===== config.mk =====
export PLATFORM = sky130hd
export DESIGN_NAME = dw_kernel_loader
export DESIGN_NICKNAME = d
export VERILOG_FILES = /design/src/rtl/mbnet_pkg.sv /design/src/rtl/dw_kernel_loader.sv
export SDC_FILE = /design/constraint.sdc
export NUM_CORES = 1
export LEC_CHECK = 0
export BUFFER_PORTS_ARGS = -buffer_cell sky130_fd_sc_hd__clkbuf_2
export CORE_MARGIN = 5
export CORE_UTILIZATION = 60
export CTS_CLUSTER_SIZE = 24
export DETAILED_ROUTE_END_ITERATION = 8
export PLACE_DENSITY = 0.83
export SKIP_CTS_REPAIR_TIMING = 1
export SLEW_MARGIN = 30
export SYNTH_ARGS = -nofsm -noshare
export SYNTH_HDL_FRONTEND = slang
export SYNTH_SLANG_ARGS = --single-unit

===== constraint.sdc =====
create_clock -name clk -period 15.3 [get_ports clk]
set_clock_uncertainty 0.2 [all_clocks]
set_input_delay 0.765 -clock clk [delete_from_list [all_inputs] [get_ports clk]]
set_output_delay 0.765 -clock clk [all_outputs]
set_load 0.03 [all_outputs]

===== src/rtl/mbnet_pkg.sv =====
// Shared types and helpers for the MobileNet depthwise weight path.
// Holds the kernel-loader FSM state encoding and the kernel word-count helper.
package mbnet_pkg;

    typedef enum logic {
        IDLE  = 1'b0,
        FETCH = 1'b1
    } state_t;

    // Words per square kernel of edge k (KWORDS = KSIZE**2).
    function automatic int kwords(input int k);
        return k * k;
    endfunction

endpackage


===== src/rtl/dw_kernel_loader.sv =====
// Streams one depthwise kernel from the weight buffer into a shadow register and swaps it into the active slot.
// Define DW_KERNEL_LOADER_DBUF_EN to allow fetching the next kernel while the active one is still in use.
module dw_kernel_loader
    import mbnet_pkg::*;
#(
    parameter int DW    = 32,
    parameter int KSIZE = 3
) (
    input  logic                          clk,
    input  logic                          rst,
    input  logic                          fetch_req,
    output logic                          dw_ready,
    input  logic [DW-1:0]                 dw_out,
    output logic [DW*kwords(KSIZE)-1:0]   kern_out,
    output logic                          kern_valid,
    input  logic                          kern_use_done,
    output logic                          shadow_full,
    output logic [15:0]                   swap_cnt
);

    localparam int KWORDS = kwords(KSIZE);
    localparam int IDX_W  = (KWORDS > 1) ? $clog2(KWORDS) : 1;
    localparam logic [IDX_W-1:0] LAST_IDX = IDX_W'(KWORDS - 1);

    state_t                 state;
    state_t                 state_nxt;
    logic [IDX_W-1:0]       idx;
    logic [DW*KWORDS-1:0]   shadow;
    logic                   last_word;
    logic                   swap;
    logic                   fetch_permit;

`ifdef DW_KERNEL_LOADER_DBUF_EN
    assign fetch_permit = 1'b1;
`else
    // Single buffer: the shadow may only fill once the active slot is free.
    assign fetch_permit = ~kern_valid;
`endif

    assign last_word = (state == FETCH) && (idx == LAST_IDX);
    assign swap      = shadow_full && (!kern_valid || kern_use_done);

    always_ff @(posedge clk or posedge rst) begin
        if (rst) begin
            state <= IDLE;
        end else begin
            state <= state_nxt;
        end
    end

    always_comb begin
        state_nxt = state;
        dw_ready  = 1'b0;
        case (state)
            IDLE: begin
                if (fetch_req && !shadow_full && fetch_permit) begin
                    state_nxt = FETCH;
                end
            end
            FETCH: begin
                dw_ready = 1'b1;
                if (last_word) begin
                    state_nxt = IDLE;
                end
            end
            default: state_nxt = IDLE;
        endcase
    end

    always_ff @(posedge clk or posedge rst) begin
        if (rst) begin
            idx <= '0;
        end else if (last_word) begin
            idx <= '0;
        end else if (state == FETCH) begin
            idx <= idx + 1'b1;
        end
    end

    // Shadow contents are never exposed before a full fetch, so they carry no reset.
    always_ff @(posedge clk) begin
        if (dw_ready) begin
            shadow[int'(idx)*DW +: DW] <= dw_out;
        end
    end

    always_ff @(posedge clk or posedge rst) begin
        if (rst) begin
            shadow_full <= 1'b0;
            kern_valid  <= 1'b0;
            kern_out    <= '0;
            swap_cnt    <= '0;
        end else begin
            if (swap) begin
                kern_out    <= shadow;
                kern_valid  <= 1'b1;
                shadow_full <= 1'b0;
                swap_cnt    <= swap_cnt + 16'd1;
            end else begin
                if (last_word) begin
                    shadow_full <= 1'b1;
                end
                if (kern_use_done && kern_valid) begin
                    kern_valid <= 1'b0;
                end
            end
        end
    end

endmodule


==> key figures <==
Cells and area
  – Post-route insts no fill: 2,848
  – Layout cells sized above 1: 0.202
  – P&R area growth vs syn: 18.5%
  – Final net count: 2,325
  – Fin area: 26,800 um^2

Placed design
  – Pre-CTS setup slack: 11.64 ns
  – GPL Wtd Cong: ~0.84
  – Dpl cells: 2,734
  – DP Area: 24,800 um^2
  – Buffers on Ports: ~340
  – HPWL after detailed placement: ~37,000 um

Setup path
  – Crit. End Element: register
  – Nature of the critical path startpoint: register
  – Arr. time, crit path: around 3.7 ns
  – Crit Path Class: register to register
  – Req. time, crit path: between 15 and 20 ns
  – CP max FO: 75

Timing
  – Crit share post-route: 0.220
  – Final Critical Period: 3.37 ns
  – Hold Slack: 0.0691 ns
  – Final-report hold violation count: 0
  – Worst setup margin: 11.93 ns
  – Unrepaired setup endpoints after global routing: false
  – Setup tns final: 0 ns
  – Slew margin rel.: 0.426
  – Setup violations, final: 0
  – Pins Over Slew Limit: 0
  – Achievable Freq: 297 MHz
  – Worst slew pin tran: 0.861 ns

Routing
  – Met2 wire len: 28,300 um
  – DR WL met3: ~6400 um
  – DRC viols: 0
  – 1st-iter DRT viols: 1,699
  – Post-DRT Antenna Nets: 0
  – Via-to-Cell Ratio: 5.42
  – First-pass DRT Iterations: 5
  – Post-Route M1 WL: 23,400 um
  – Routed len/inst: 21.3 um
  – Routed vias: 15,400
  – Routed Wire Length: 60,800 um
  – Top routing layer used: met4

Clock tree
  – H-tree depth: 2
  – CTS Sinks: 599
  – CTS buffer count: 57
  – Root Buffer: clkbuf_16
  – Clock buffer depth: 3
  – Clk_lat worst skew: around 0.6 ns
  – Clock Pin Slew Worst Setup and Hold Paths: 0.07 ns
  – CTS tree: yes

Outcome
  – Status: completed

Pwr
  – Leakage: 12.7 nW
  – Switching Fraction: 0.417
  – Clock power frac: 0.223
  – Internal: 3.68 mW
  – Sequential power share: 0.412
  – Logic gate share of total power: 0.365
  – Pwr Density: around 240 nW/um^2
  – NetSw: 2.63 mW
  – VDD IR max: 0.177 mV

Synthesis
  – Ys async rst share: 0.519
  – Number of distinct library cells after synthesis: 39
  – Synth Area in Simple Gates: 0.241
  – Main synth FF type: dfrtp_1
  – Yosys reg bits: roughly 600
  – Seq/Total Area, Yosys: 0.727
  – Gate Count Post-Synth: 1,955
  – Syn Area/Cell: 11.6 um^2
  – Syn. warnings: 0
  – Multiplexer share of the synthesized area: 0.000443
  – Post-synthesis compound-gate area fraction: 0.00266
  – Post-Synth Adder-Cell Area: 0.00221
  – Synth Area in XOR/XNOR: 0.00620
  – Post-Syn Area: 22,600 um^2
  – Main combinational cell family by area after synthesis: simple AND/OR/NAND/NOR gates
  – Post-synth EDFFs: 288
  – Post-synth net total: 1,995

Floorplanning
  – Die height: 204 um
  – Rows: 71
  – Initial Util: 0.604
  – Core Area: between 30,000 and 40,000 um^2
  – I/O pins: 343
  – Die area: between 40,000 and 50,000 um^2
  – Die width: 204 um

GRT
  – Antenna violations before repair: 11
  – Vias in the first global route: between 15,000 and 20,000
  – Pin count of the biggest net entering global routing: 171
  – First-pass GRT wire length: 91,400 um
  – Overall Global Routing Usage: 0.294
  – GRT overflow: 0

Flow run
  – Max_cap viols: 0

Hold path
  – Hold WC Path Type: input port to asynchronous set/reset pin
-- sequential cells by signal, summed over array words and instances, names as in the netlist --
register / flops
kern_valid: 1
swap_cnt: 16
idx: 4
shadow_full: 1
state: 1
kern_out: 288
shadow: 288
-- worst max-delay path, cell delays in order (launching register included) --
cell	delay, ns
dfrtp_1	0.43
nand2b_1	0.28
and2_4	0.57
buf_4	0.68
buf_4	0.75
nand2_1	0.16
nand2_1	0.11
-- path summary, 6_finish.rpt --
kind	end	slack (ns)	startpoint	cells after the start
setup / recovery	kern_out[229]	11.93	kern_valid	6
min in group clk	state	0.18	fetch_req	3
max in group asynchronous	kern_out[40]	13.22	rst	4
hold reg to reg	kern_out[135]	0.23	shadow[135]	2
hold / removal	kern_out[20]	0.07	rst	2
setup reg to reg	kern_out[229]	11.93	kern_valid	6
-- per-layer routing --
metal,vias up,GRT usage
met1,7634,0.411
met2,783,0.455
li1,6885,-
met4,0,0.128
met5,-,0
met3,139,0.0633
-- power groups by stage --
stage               registers (mW)  clock network (mW)  logic (mW)
CTS                           2.60                1.42        2.31
global placement              2.60                   0        2.22
detailed placement            2.62                   0        2.29
global route                  2.65                1.50        2.50
finish                        2.61                1.41        2.31
floorplan                     3.28                   0       0.833
-- area by class of cell --
| class | instances | area, um^2 |
|---|---|---|
| Antenna cell | 3 | 7.51 |
| Clock buffer | 91 | 1710 |
| Timing Repair Buffer | 366 | 1970 |
| Sequential cell | 599 | 16400 |
| Inverter | 8 | 42.5 |
| Tap cell | 511 | 639 |
| Clock inverter | 17 | 178 |
| Fill cell | 2547 | 10600 |
| Multi-Input combinational cell | 1253 | 5800 |
-- synthesized netlist by cell type (2+ instances only) --
master	instances	area [um^2]
buf_2	34	170
nor4_1	5	31.3
buf_1	8	30.0
dfrtp_1	311	7780
nor3_1	5	25.0
clkbuf_1	49	184
nand4_1	3	18.8
xor2_1	6	52.6
xnor2_1	10	87.6
ha_1	4	50.1
inv_2	2	7.51
and2_1	291	1820
nand2_1	885	3320
nor3_2	3	30.0
nor2_1	7	26.3
and3_1	4	25.0
inv_1	6	22.5
buf_6	4	45.0
nand3_1	9	45.0
edfxtp_1	288	8650
o21ai_0	3	15.0
-- placed cells by master, fill, tap and decap left out, types with 4 or more instances in the layout --
master,n
and2_1,290
and3_1,4
buf_4,16
buf_6,4
clkbuf_1,21
clkbuf_16,59
clkbuf_2,342
clkbuf_8,11
clkinv_2,7
dfrtp_1,311
edfxtp_1,288
ha_1,4
inv_1,5
nand2_1,884
nand3_1,9
nor2_1,4
nor3_2,4
nor4_2,4
xnor2_1,10
xor2_1,6
-- logic make-up after synthesis --
kind of cell,Yosys count
compound gates,9
mux,1
flops,599
fa+ha+maj,4
xor+xnor,16
buf+inv,103
simple gates,1223
-- per-stage QoR --
stage / power (mW) / utilization
global placement: 4.82 / 0.662
detailed placement: 4.91 / 0.663
global route: 6.64 / 0.716
floorplan: 4.11 / -
finish: 6.32 / 0.716
CTS: 6.33 / 0.713
Note: power is estimated with default switching activity, not from simulation.
